[config.mk]
export PLATFORM = sky130hd
export DESIGN_NAME = countdown_clock
export DESIGN_NICKNAME = d
export VERILOG_FILES = /design/src/rtl/countdown_pkg.sv /design/src/rtl/countdown_clock_tick_gen.sv /design/src/rtl/countdown_clock.sv
export SDC_FILE = /design/constraint.sdc
export NUM_CORES = 1
export LEC_CHECK = 0
export ABC_CLOCK_PERIOD_IN_PS = 2600
export BUFFER_PORTS_ARGS = -buffer_cell sky130_fd_sc_hd__buf_2
export CORE_MARGIN = 2
export CORE_UTILIZATION = 55
export DETAILED_ROUTE_END_ITERATION = 8
export PLACE_DENSITY = 0.77
export SLEW_MARGIN = 20
export SYNTH_ARGS = -nofsm -noshare
export SYNTH_HDL_FRONTEND = slang
export SYNTH_SLANG_ARGS = --single-unit
[constraint.sdc]
create_clock -name clk -period 2.6 [get_ports clk]
set_clock_uncertainty 0.2 [all_clocks]
set_input_delay 0.52 -clock clk [delete_from_list [all_inputs] [get_ports clk]]
set_output_delay 0.52 -clock clk [all_outputs]
set_load 0.02 [all_outputs]
[src/rtl/countdown_pkg.sv]
// countdown_pkg: shared types, BCD limits and digit helpers for the MM:SS countdown timer
package countdown_pkg;
  typedef enum logic [1:0] {IDLE, PAUSED, RUN, EXPIRED} state_t;
  typedef struct packed {
    logic [3:0] m1;
    logic [3:0] m0;
    logic [3:0] s1;
    logic [3:0] s0;
  } bcd_t;
  localparam logic [3:0] DIGIT_MAX_UNITS = 4'd9;
  localparam logic [3:0] DIGIT_MAX_TENS = 4'd5;
  function automatic logic [3:0] clamp(input logic [3:0] d, input logic [3:0] max);
    return (d > max) ? max : d;
  endfunction
  function automatic logic [4:0] dec_digit(input logic [3:0] d, input logic [3:0] max);
    return (d == 4'd0) ? {1'b1, max} : {1'b0, d - 4'd1};
  endfunction
  // m1 never borrows: decrement is only applied to a non-zero count
  function automatic bcd_t bcd_dec(input bcd_t c);
    logic [4:0] s0, s1, m0;
    logic [3:0] m1;
    s0 = dec_digit(c.s0, DIGIT_MAX_UNITS);
    s1 = s0[4] ? dec_digit(c.s1, DIGIT_MAX_TENS) : {1'b0, c.s1};
    m0 = s1[4] ? dec_digit(c.m0, DIGIT_MAX_UNITS) : {1'b0, c.m0};
    m1 = m0[4] ? c.m1 - 4'd1 : c.m1;
    return {m1, m0[3:0], s1[3:0], s0[3:0]};
  endfunction
endpackage

[src/rtl/countdown_clock_tick_gen.sv]
// tick_gen: prescaler producing a one-cycle tick every TICK_DIV enabled cycles
module tick_gen #(
  parameter int TICK_DIV = 100000000
) (
  input  logic clk,
  input  logic reset_n,
  input  logic enable,
  input  logic clear,
  output logic tick
);
  localparam int CNT_W = $clog2(TICK_DIV);
  localparam logic [CNT_W-1:0] LAST = CNT_W'(TICK_DIV - 1);
  logic [CNT_W-1:0] cnt;
  assign tick = enable && cnt == LAST;
  always_ff @(posedge clk) begin
    if (!reset_n || clear || tick) cnt <= '0;
    else if (enable) cnt <= cnt + 1'b1;
  end
endmodule

[src/rtl/countdown_clock.sv]
// countdown_clock: loadable MM:SS BCD countdown timer with start/stop control and expiry flag
import countdown_pkg::*;
module countdown_clock #(
  parameter int TICK_DIV = 100000000
) (
  input  logic       clk,
  input  logic       reset_n,
  input  logic       load,
  input  logic [3:0] set_m1,
  input  logic [3:0] set_m0,
  input  logic [3:0] set_s1,
  input  logic [3:0] set_s0,
  input  logic       start,
  input  logic       stop,
  output logic [3:0] bin3,
  output logic [3:0] bin2,
  output logic [3:0] bin1,
  output logic [3:0] bin0,
  output logic       running,
  output logic       expired,
  output logic       done
);
  state_t state, state_n;
  bcd_t count, count_n;
  logic done_n, tick, enable, clear;
  // stop suppresses a coincident tick, so the prescaler freezes on the stop edge
  assign enable = state == RUN && !stop;
  assign clear = state == PAUSED && state_n == RUN;
  tick_gen #(.TICK_DIV(TICK_DIV)) u_tick (
    .clk(clk), .reset_n(reset_n), .enable(enable), .clear(clear), .tick(tick)
  );
  always_comb begin
    state_n = state;
    count_n = count;
    done_n = 1'b0;
    if (load && state != RUN) begin
      count_n = {clamp(set_m1, DIGIT_MAX_TENS), clamp(set_m0, DIGIT_MAX_UNITS),
                 clamp(set_s1, DIGIT_MAX_TENS), clamp(set_s0, DIGIT_MAX_UNITS)};
      state_n = (count_n == '0) ? IDLE : PAUSED;
    end else if (state == RUN && stop) begin
      state_n = PAUSED;
    end else if (state == PAUSED && start && !stop && count != '0) begin
      state_n = RUN;
    end else if (tick) begin
      count_n = bcd_dec(count);
      state_n = (count_n == '0) ? EXPIRED : RUN;
      done_n = count_n == '0;
    end
  end
  always_ff @(posedge clk) begin
    if (!reset_n) begin
      state <= IDLE;
      count <= '0;
      done <= 1'b0;
    end else begin
      state <= state_n;
      count <= count_n;
      done <= done_n;
    end
  end
  assign {bin3, bin2, bin1, bin0} = count;
  assign running = state == RUN;
  assign expired = state == EXPIRED;
endmodule

### After elaboration in Yosys (flattened, before gate mapping)

Index checks and enable logic that the tools add are counted.

| storage, ports and cells | value |
|---|---|
| bits in registers | 46 |

| operators by class | value |
|---|---|
| add/subtract/negate cells | 5 |
| order comparisons | 4 |
| eq/ne operators | 8 |
| multiplexer cells | 20 |
| bitwise logic cells | 2 |
| reduce and logical (&&, ||, !) cells | 21 |

Operators with widths:

| cell | number |
|---|---|
| 16-bit two-way mux | 4 |
| 16-bit zero test | 2 |
| 27-bit by 1-bit adder with 27-bit output (second input constant) | 1 |
| 27-bit == test (second input constant) | 1 |
| 5-bit two-way mux | 5 |
| 4-bit two-way mux | 5 |
| 16-bit nonzero test | 1 |
| 4-bit by 1-bit subtractor with 4-bit output (second input constant) | 4 |
| 4-bit zero test | 3 |
| 4-bit by 3-bit > comparator with 1-bit output (second input constant) | 2 |
| 4-bit > comparator (second input constant) | 2 |
| 1-bit logical AND | 8 |
| 2-bit two-way mux | 4 |
| 2-bit == test (second input constant) | 3 |
| 2-bit != test (second input constant) | 3 |
| 5-bit OR reduction | 1 |
| 3-bit AND reduction | 1 |
| 2-bit by 1-bit == test with 1-bit output (second input constant) | 1 |
| 1-bit zero test | 2 |
| 1-bit logical OR | 2 |
| 1-bit two-way mux | 2 |
| 1-bit NOT | 2 |
| 2-bit nonzero test | 1 |

### Depth between registers and ports, before layout

Gate-level depths: netlist of run 1.

| logic depth | value |
|---|---|
| depth after elaboration | 15 |
| depth in mapped cells | 8 |
| mapped depth without buffers | 7 |

### By module

From an unflattened synthesis of run 1, not the netlist that was laid out.

| second synthesis, totals | value |
|---|---|
| cells, all modules | 320 |
| area, all modules | 2702.6 um^2 |

Modules (own cells, without submodules):

| module | times used | cells each | area each (um^2) |
|---|---|---|---|
| countdown_clock | 1 | 179 | 1425.1 |
| tick_gen | 1 | 141 | 1277.5 |

### Worst setup path before layout of run 1

OpenSTA, ideal clock, no wires.

| timing path | value |
|---|---|
| path kind | input -> register |
| start | in stop |
| end | reg done |
| data arrival time | 2.145 ns |
| path slack | 0.170 ns |
| stages | 6 |
| path through | and4bb_1 > nand3_2 > or4_1 > buf_2 > or3_1 > a211oi_1 |

| between the ends | value |
|---|---|
| cells in the longest elaborated chain, start to end | 5 |
| elaborated cells between the ends (all ways) | 8 |
| those cells by class | bitwise (1); reduce/logical (7) |

RTL lines:

| what | RTL line | text |
|---|---|---|
| start, declared | countdown_clock.sv:14 | `input logic stop,` |
| 1-bit zero test | countdown_clock.sv:27, countdown_clock.sv:42 |  |
| 1-bit logical AND | countdown_clock.sv:27 | `assign enable = state == RUN && !stop;` |
| 1-bit logical AND | countdown_clock_tick_gen.sv:14 | `assign tick = enable && cnt == LAST;` |
| 1-bit NOT (no line) | - |  |
| 5-bit OR reduction (no line) * | - |  |
| end signal, assigned | countdown_clock.sv:58 | `done <= done_n;` |
| end, declared | countdown_clock.sv:21 | `output logic done` |

Mark *: on every way between the ends. The rest lies on a longest branch, timed or not.
A chain may end at the register's enable or synchronous reset.

### Final worst setup path of run 1

| timing path | value |
|---|---|
| start | reg u_tick.cnt[0] |
| end | reg done |

| between the ends | value |
|---|---|
| cells in the longest elaborated chain, start to end | 4 |

RTL lines:

| what | RTL line | text |
|---|---|---|
| start, declared | countdown_clock_tick_gen.sv:13 | `logic [CNT_W-1:0] cnt;` |
| start signal, assigned | countdown_clock_tick_gen.sv:17 | `else if (enable) cnt <= cnt + 1'b1;` |
| 27-bit == test | countdown_clock_tick_gen.sv:14 |  |
| 1-bit logical AND | countdown_clock_tick_gen.sv:14 |  |
| 1-bit NOT (no line) | - |  |
| 5-bit OR reduction (no line) | - |  |

No other way between the ends.

==> qor.tcl, run 1 <==
set qor(run_status) {complete, no violations}
set qor(syn_to_final_growth_pct) 18.66
set qor(timing.critical_path.depth) 6
set qor(end_kind) {flip-flop}
set qor(post_synth_num_cell_types) 45
set qor(yosys_warnings) 0
set qor(synthesis.area_sq_mm) 0.002360
set qor(route.final.wire_length_um) 5353
set qor(cts_resized) 0
set qor(rsz0062_at_grt) {false}
set qor(fillCellCount) 328
set qor(route.antenna.remaining_nets) 0
set qor(final-setup-viol-count) 0
set qor(synth.net_count) 311
set qor(critical_path_arrival_ns) 2.46
set qor(worst-r2r-setup-slack_ns) 0.16
set qor(first_pass_drt_iterations) 4
set qor(tightestPinTransition_ns) 0.5535
set qor(timing.reg2reg.worst_path_depth) 6
set qor(maximum_number_of_pins_on_one_net_before_global_route_repair) 28
set qor(worst_hold_path.num_cells) 2
set qor(critPathBufInv) 0
set qor(io_pins) 40
set qor(tritoncts_clock_tree) {yes}
set qor(viasPerCell) 5.755
set qor(post-route-drc-count) 0
set qor(hold_path_startpoint) {set_m0[2]}
set qor(hold-path-endpoint) {bin2[2]$_SDFFE_PN0P_}
set qor(critical_path_required_time_ns) 2.62
set qor(finalNonFillerCells) 387
set qor(netlist_top_cells_count) {49 x nor2_1, 46 x dfxtp_1, 19 x nand2_1}
set qor(avgSynthCellArea_sq_um) 8.222
set qor(synth-seq-area-share) 0.3902
set qor(clock_insertion_delay_worst_skew_ns) 0.30
set qor(ir_worst_vdd_uv) 290.8
set qor(final_min_period_over_clock_period) 0.9381
set qor(floorplan.rows) 23
set qor(max_cap_viol_count) 0
set qor(holdCritPathClass) {input port to flip-flop}
set qor(final_critical_period_ns) 2.439
set qor(layout.nets) 360
set qor(port-buffer-count) 39
set qor(post-synth-top-count-cell) {nor2_1}
set qor(die_y_extent_um) 69.50
set qor(die_width_um) 69.50
set qor(cp_slowest_stage_delay_ns) 0.59
set qor(max_clock_freq_mhz) 410.0
set qor(number_of_instances_in_the_synthesized_netlist) 287
set qor(dp.final_hpwl_um) 4003
set qor(numClockSinks) 46
set qor(cts-htree-levels) 2
set qor(grt_pass1_vias) 2130
set qor(post-route-worst-setup-slack_ns) 0.1609
set qor(placed_area_sq_mm) 0.002688
set qor(initial_core_util) 0.5816
set qor(cts.root.buffer_cell) {clkbuf_8}
set qor(synth_top_flop_cell) {dfxtp_1}
set qor(critical_path.max_fanout) 5
set qor(worst_setup_path_start_kind) {flip-flop}
set qor(top_cell_type_s_share_of_synthesized_area) 0.3902
set qor(final_hold_viol_count) 0
set qor(dp_worst_setup_slack_ns) -0.02871
set qor(worst_r2r_endpoint) {done$_SDFF_PP0_}
set qor(cts_made_buffers) 5
set qor(post-place-cells) 379
set qor(hold_buffers) 0
set qor(clockBufferDepth) 2
set qor(setup.worst_path.class) {flip-flop to flip-flop}
set qor(crit_slowest_cell) {or4_4}
set qor(grt_usage) 0.2311
set qor(initialDrtViolationCount) 128
set qor(top_cells_by_area_in_the_synthesized_netlist) {dfxtp_1 39%, nor2_1 7.8%, xor2_1 5.9%}
set qor(synth_largest_area_cell) {dfxtp_1}
set qor(finalInstanceArea_sq_mm) 0.002800
set qor(first_pass_grt_wire_length_um) 9218
set qor(num_vias) 2227
set qor(clkSlewWorstSetupHoldPaths_ns) 0.09
set qor(synth-seq-cells) 46
set qor(gp_routability_congestion) 0.7897
set qor(grt_remaining_overflow) 0
set qor(p_leak_nw) 1.108
set qor(max-slew-margin-rel) 0.6296
set qor(power_density_mw_per_mm2) 512.7
set qor(layout-drive-gt1-share) 0.1988
set qor(wl_per_cell_um) 13.83
set qor(core_sq_mm) 0.004058
set qor(timing.critical_path.cells) {ha_1 -> and4bb_1 -> nand3_2 -> or4_4 -> or3_1 -> a211oi_1}
set qor(worst_r2r_startpoint) {u_tick.cnt[0]$_SDFFE_PP0P_}
set qor(antenna_violations_before_repair) 0
set qor(die_area_sq_mm) 0.004830
set qor(synth-edff-count) 0
set qor(final_antenna_diode_count) 0
set qor(synth-async-reset-ratio) 0
set qor(cts.repair_timing.setup_buffer_count) 0
set qor(timing.final.max_slew_violations) 0
set qor(critical_path.top_delay_family) {simple AND/OR/NAND/NOR gates}
==> metal layers <==
metal  track usage  wire [um]
met1        0.2657       2334
met2        0.4167       2642
met3       0.05087        286
met4       0.08497         89
met5             0          0
==> report_power, final <==
| part | internal (W) | switching [W] | leakage (nW) |
|---|---|---|---|
| clock | 0.000283 | 0.000243 | 0.0579 |
| sequential | 0.000719 | 0.0000215 | 0.374 |
| combinational | 0.0000679 | 0.000101 | 0.676 |
==> worst max path at each step <==
stage	start	to	slack [ns]
6_report	u_tick.cnt[0]$_SDFFE_PP0P_	done$_SDFF_PP0_	0.16
2_1_floorplan	stop	done$_SDFF_PP0_	0.17
5_1_grt	u_tick.cnt[0]$_SDFFE_PP0P_	done$_SDFF_PP0_	0.06
3_3_place_gp	stop	done$_SDFF_PP0_	0.006
3_5_place_dp	stop	done$_SDFF_PP0_	-0.03
4_1_cts	u_tick.cnt[0]$_SDFFE_PP0P_	done$_SDFF_PP0_	0.09
==> cells in the final DEF, fill, tap and decap left out, types with 2 or more instances in the layout <==
cell type  netlist  layout
nor2_1          49      49
dfxtp_1         46      46
buf_2            4      39
nand2_1         19      19
nand3_1         17      17
xor2_1          16      16
xnor2_1         15      15
nand4_1         13      13
o21ai_0         12      12
buf_4            1      12
inv_1            8       8
nor4_1           9       8
a21oi_1          7       7
nor3_1           6       6
a31oi_1          6       6
and2_1           5       5
clkbuf_8         0       5
nor2b_1          4       4
and4_1           3       3
and3_1           3       3
a211oi_1         3       3
a21boi_0         3       3
o311a_1          3       3
ha_1             3       3
nor3_2           2       2
or3_1            2       2
o21a_1           2       2
o211a_1          2       2
mux2i_1          2       2
nand3b_1         2       2
clkinv_2         0       2
==> kinds of logic (layout without fill, tap and decap cells) <==
| family | Yosys count | after routing | synth area share |
|---|---|---|---|
| AOI/OAI and AO/OA | 46 | 46 | 0.1331 |
| and+or+nand+nor | 141 | 141 | 0.3049 |
| buffers and inverters | 18 | 68 | 0.03235 |
| xor gates and xnor gates | 31 | 31 | 0.1151 |
| adders and majority gates | 3 | 3 | 0.01591 |
| muxes | 2 | 2 | 0.008484 |
| DFF | 46 | 46 | 0.3902 |
==> layout make-up <==
type,instances,area [sq um],area share
Tap cell,50,62.56,0.02234
Inverter,8,30.03,0.01072
Clock inverter,3,40.04,0.01430
Clock buffer,5,68.82,0.02458
Timing Repair Buffer,52,305.3,0.1090
Multi-Input combinational cell,223,1373,0.4902
Sequential cell,46,920.9,0.3289
==> sequential cells by signal, indices dropped and copies added (netlist names) <==
name        flops
bin1            4
u_tick.cnt     27
bin3            4
state           2
done            1
bin0            4
bin2            4
==> stage by stage <==
step | util | hold WS [ns] | power [W] | setup TNS, ns
finish | 0.6901 | 0.2841 | 0.001436 | 0
CTS | 0.6892 | 0.2703 | 0.001437 | 0
floorplan | - | 0.2716 | 0.0008553 | 0
detailed placement | 0.6624 | 0.2888 | 0.0009236 | -0.02871
global placement | 0.6624 | 0.2827 | 0.0009210 | 0
global route | 0.6901 | 0.2876 | 0.001495 | 0
==> worst reg2reg max path, cell delays in order, from the launching register on <==
cell and delay, ns:
dfxtp_1 0.38, ha_1 0.17, and4bb_1 0.29, nand3_2 0.12, or4_4 0.59, or3_1 0.41
a211oi_1 0.21
Note: power is estimated with default switching activity, not from simulation.
==> run 2, diff against run 1 <==
--- a/config.mk
+++ b/config.mk
@@ -5,12 +5,12 @@
 export SDC_FILE = /design/constraint.sdc
 export NUM_CORES = 1
 export LEC_CHECK = 0
-export ABC_CLOCK_PERIOD_IN_PS = 2600
+export ABC_AREA = 0
 export BUFFER_PORTS_ARGS = -buffer_cell sky130_fd_sc_hd__buf_2
 export CORE_MARGIN = 2
-export CORE_UTILIZATION = 55
+export CORE_UTILIZATION = 50
 export DETAILED_ROUTE_END_ITERATION = 8
-export PLACE_DENSITY = 0.77
+export PLACE_DENSITY = 0.71
 export SLEW_MARGIN = 20
 export SYNTH_ARGS = -nofsm -noshare
 export SYNTH_HDL_FRONTEND = slang
==> run 2 against run 1 <==
Against the previous run:
- critical endpoint unchanged
- via count decreased by 0.90%
- core utilization decreased by 6.2 points
- critical path depth unchanged
- clock power decreased by 14%
==> qor.tcl, run 2 (synthesized netlist as in run 1, its figures left out) <==
set qor(io_pins) 40 ;# unchanged
set qor(final-setup-viol-count) 0 ;# unchanged
set qor(post-route-util) 0.6284 ;# -0.06172
set qor(gp_routability_congestion) 0.8432 ;# +6.8%
set qor(cts.repair_timing.setup_buffer_count) 0 ;# unchanged
set qor(timing.final.max_slew_violations) 0 ;# unchanged
set qor(grt_usage) 0.2139 ;# -0.01716
set qor(layout.cells.most_common) {nor2_1}
set qor(clockBufferDepth) 2 ;# unchanged
set qor(final_antenna_diode_count) 0 ;# unchanged
set qor(initialDrtViolationCount) 125 ;# -2.3%
set qor(cts.root.buffer_cell) {clkbuf_8}
set qor(holdCritPathClass) {input port to flip-flop}
set qor(viasPerCell) 5.659 ;# -1.7%
set qor(power_density_mw_per_mm2) 486.1 ;# -5.2%
set qor(dp.final_hpwl_um) 3877 ;# -3.1%
set qor(port-buffer-count) 39 ;# unchanged
set qor(crit_slowest_cell) {or4_4}
set qor(end_kind) {flip-flop}
set qor(critical_path.max_fanout) 5 ;# unchanged
set qor(tns_ns) 0 ;# unchanged
set qor(mostFrequentLayoutCells) {49 x nor2_1, 46 x dfxtp_1, 39 x buf_2}
set qor(grt_remaining_overflow) 0 ;# unchanged
set qor(worst_setup_path_start_kind) {flip-flop}
set qor(reg_with_most_ffs) {u_tick.cnt}
set qor(clkSlewWorstSetupHoldPaths_ns) 0.09 ;# about the same
set qor(route.antenna.remaining_nets) 0 ;# unchanged
set qor(first_pass_grt_wire_length_um) 9018 ;# -2.2%
set qor(dp_worst_setup_slack_ns) -0.1164 ;# -0.08768 ns
set qor(numClockSinks) 46 ;# unchanged
set qor(post-route-worst-setup-slack_ns) 0.1051 ;# -0.05575 ns
set qor(final_min_period_over_clock_period) 0.9596 ;# +0.02144
set qor(run_status) {complete, no violations}
set qor(final_hold_viol_count) 0 ;# unchanged
set qor(clock_insertion_delay_worst_skew_ns) 0.30 ;# about the same
set qor(multiInputGateArea_sq_mm) 0.001373 ;# unchanged
set qor(fillCellCount) 398 ;# +21%
set qor(first_pass_drt_iterations) 4 ;# unchanged
set qor(timing.critical_path.cells) {ha_1 -> and4bb_2 -> nand3_2 -> or4_4 -> or3_1 -> a211oi_1}
set qor(seq_area_sq_um) 920.9 ;# unchanged
set qor(critical_path.top_delay_family) {simple AND/OR/NAND/NOR gates}
set qor(grt_pass1_vias) 2071 ;# -2.8%
set qor(max-slew-margin-rel) 0.6753 ;# +0.04570
set qor(tritoncts_clock_tree) {yes}
set qor(cp_slowest_stage_delay_ns) 0.59 ;# about the same
set qor(die_area_sq_mm) 0.005285 ;# +9.4%
set qor(hold_buffers) 0 ;# unchanged
set qor(max_cap_viol_count) 0 ;# unchanged
set qor(layout-drive-gt1-share) 0.2012 ;# +0.002370
set qor(core_sq_mm) 0.004444 ;# +9.5%
set qor(antenna_violations_before_repair) 0 ;# unchanged
set qor(ir_worst_vdd_uv) 312.1 ;# +7.3%
set qor(cts-htree-levels) 2 ;# unchanged
set qor(tightestPinTransition_ns) 0.4852 ;# -0.06830 ns
set qor(initial_core_util) 0.5310 ;# -0.05059
set qor(final_critical_period_ns) 2.495 ;# +0.05575 ns
set qor(setup.worst_path.class) {flip-flop to flip-flop}
set qor(critical_path_arrival_ns) 2.50 ;# +0.04 ns
set qor(route.final.wire_length_um) 5230 ;# -2.3%
set qor(post-route-drc-count) 0 ;# unchanged
set qor(finalInstanceArea_sq_mm) 0.002793 ;# -0.27%
set qor(syn_to_final_growth_pct) 18.35
set qor(num_vias) 2207 ;# -0.90%
set qor(layout.nets) 361 ;# +0.28%
set qor(placed_area_sq_mm) 0.002698 ;# +0.37%
set qor(critical_path_required_time_ns) 2.61 ;# about the same
set qor(largest_register_ff_count) 27 ;# unchanged
set qor(p_leak_nw) 1.101 ;# -0.64%
set qor(die_y_extent_um) 72.70 ;# +4.6%
set qor(critPathBufInv) 0 ;# unchanged
set qor(wl_per_cell_um) 13.41 ;# -3.0%
set qor(max_clock_freq_mhz) 400.8 ;# -2.2%
set qor(cts_made_buffers) 5 ;# unchanged
set qor(die_width_um) 72.70 ;# +4.6%
set qor(floorplan.rows) 24 ;# +4.3%
set qor(maximum_number_of_pins_on_one_net_before_global_route_repair) 28 ;# unchanged
==> run 2: changes by cell type in the layout (fill, tap and decap cells not counted), sizes merged <==
cell    before  now
clkinv       2    1
clkbuf       5    7
buf         52   53
bufinv       1    0
==> run 2: worst reg2reg max path, stage by stage (launching register included) <==
cell      delay [ns]
dfxtp_1         0.38
ha_1            0.16
and4bb_2        0.30
nand3_2         0.12
or4_4           0.59
or3_1           0.41
a211oi_1        0.22
==> run 2: routing by layer <==
layer | share of wire | up-vias | global-route usage | wire length (um)
met1 | 0.47 | 1042 | 0.2647 | 2445
met2 | 0.48 | 38 | 0.3747 | 2515
li1 | - | 1121 | - | -
met3 | 0.037 | 6 | 0.04972 | 191
met5 | 0 | - | 0 | 0
met4 | 0.015 | 0 | 0.05350 | 77
==> run 2: final timing paths <==
kind                            cells after the start  slack [ns]              endpoint                  startpoint
worst min-delay path                                3        0.25  bin2[1]$_SDFFE_PN0P_                   set_m0[1]
worst max register to register                      6        0.11       done$_SDFF_PP0_  u_tick.cnt[0]$_SDFFE_PP0P_
worst max-delay path                                6        0.11       done$_SDFF_PP0_  u_tick.cnt[0]$_SDFFE_PP0P_
worst min register to register                      1        0.29  bin1[3]$_SDFFE_PN0P_        bin1[3]$_SDFFE_PN0P_
==> run 2: repair_timing <==
| action | CTS | global route |
|---|---|---|
| hold endpoints to repair | 0 | 0 |
| gates resized for setup | 0 | 2 |
| endpoints found under the setup margin | 0 | 28 |
==> run 2: per-stage QoR <==
stage | hold slack [ns] | total power [W] | instances
final | 0.2531 | 0.001358 | 390
after global routing | 0.2567 | 0.001424 | 390
after CTS | 0.2512 | 0.001367 | 390
after detailed placement | 0.2814 | 0.0009220 | 382
after global placement | 0.2668 | 0.0009201 | 382
after floorplan | 0.2716 | 0.0008553 | 287
==> run 2: report_power, final <==
part           leakage, nW  switching [W]  internal, W  total, W
Clock               0.0482       0.000237     0.000215  0.000452
Sequential           0.374      0.0000214     0.000719  0.000741
Combinational        0.679      0.0000969    0.0000678  0.000165
Total                 1.10       0.000355      0.00100   0.00136
==> run 2: cell type report <==
type / count / share of cell area
clock buffer: 7 / 0.03091
clock inverter: 1 / 0.001792
inverter: 8 / 0.01075
timing repair buffer: 53 / 0.1120
tap: 52 / 0.02330
multi-input combinational: 223 / 0.4915
sequential: 46 / 0.3297
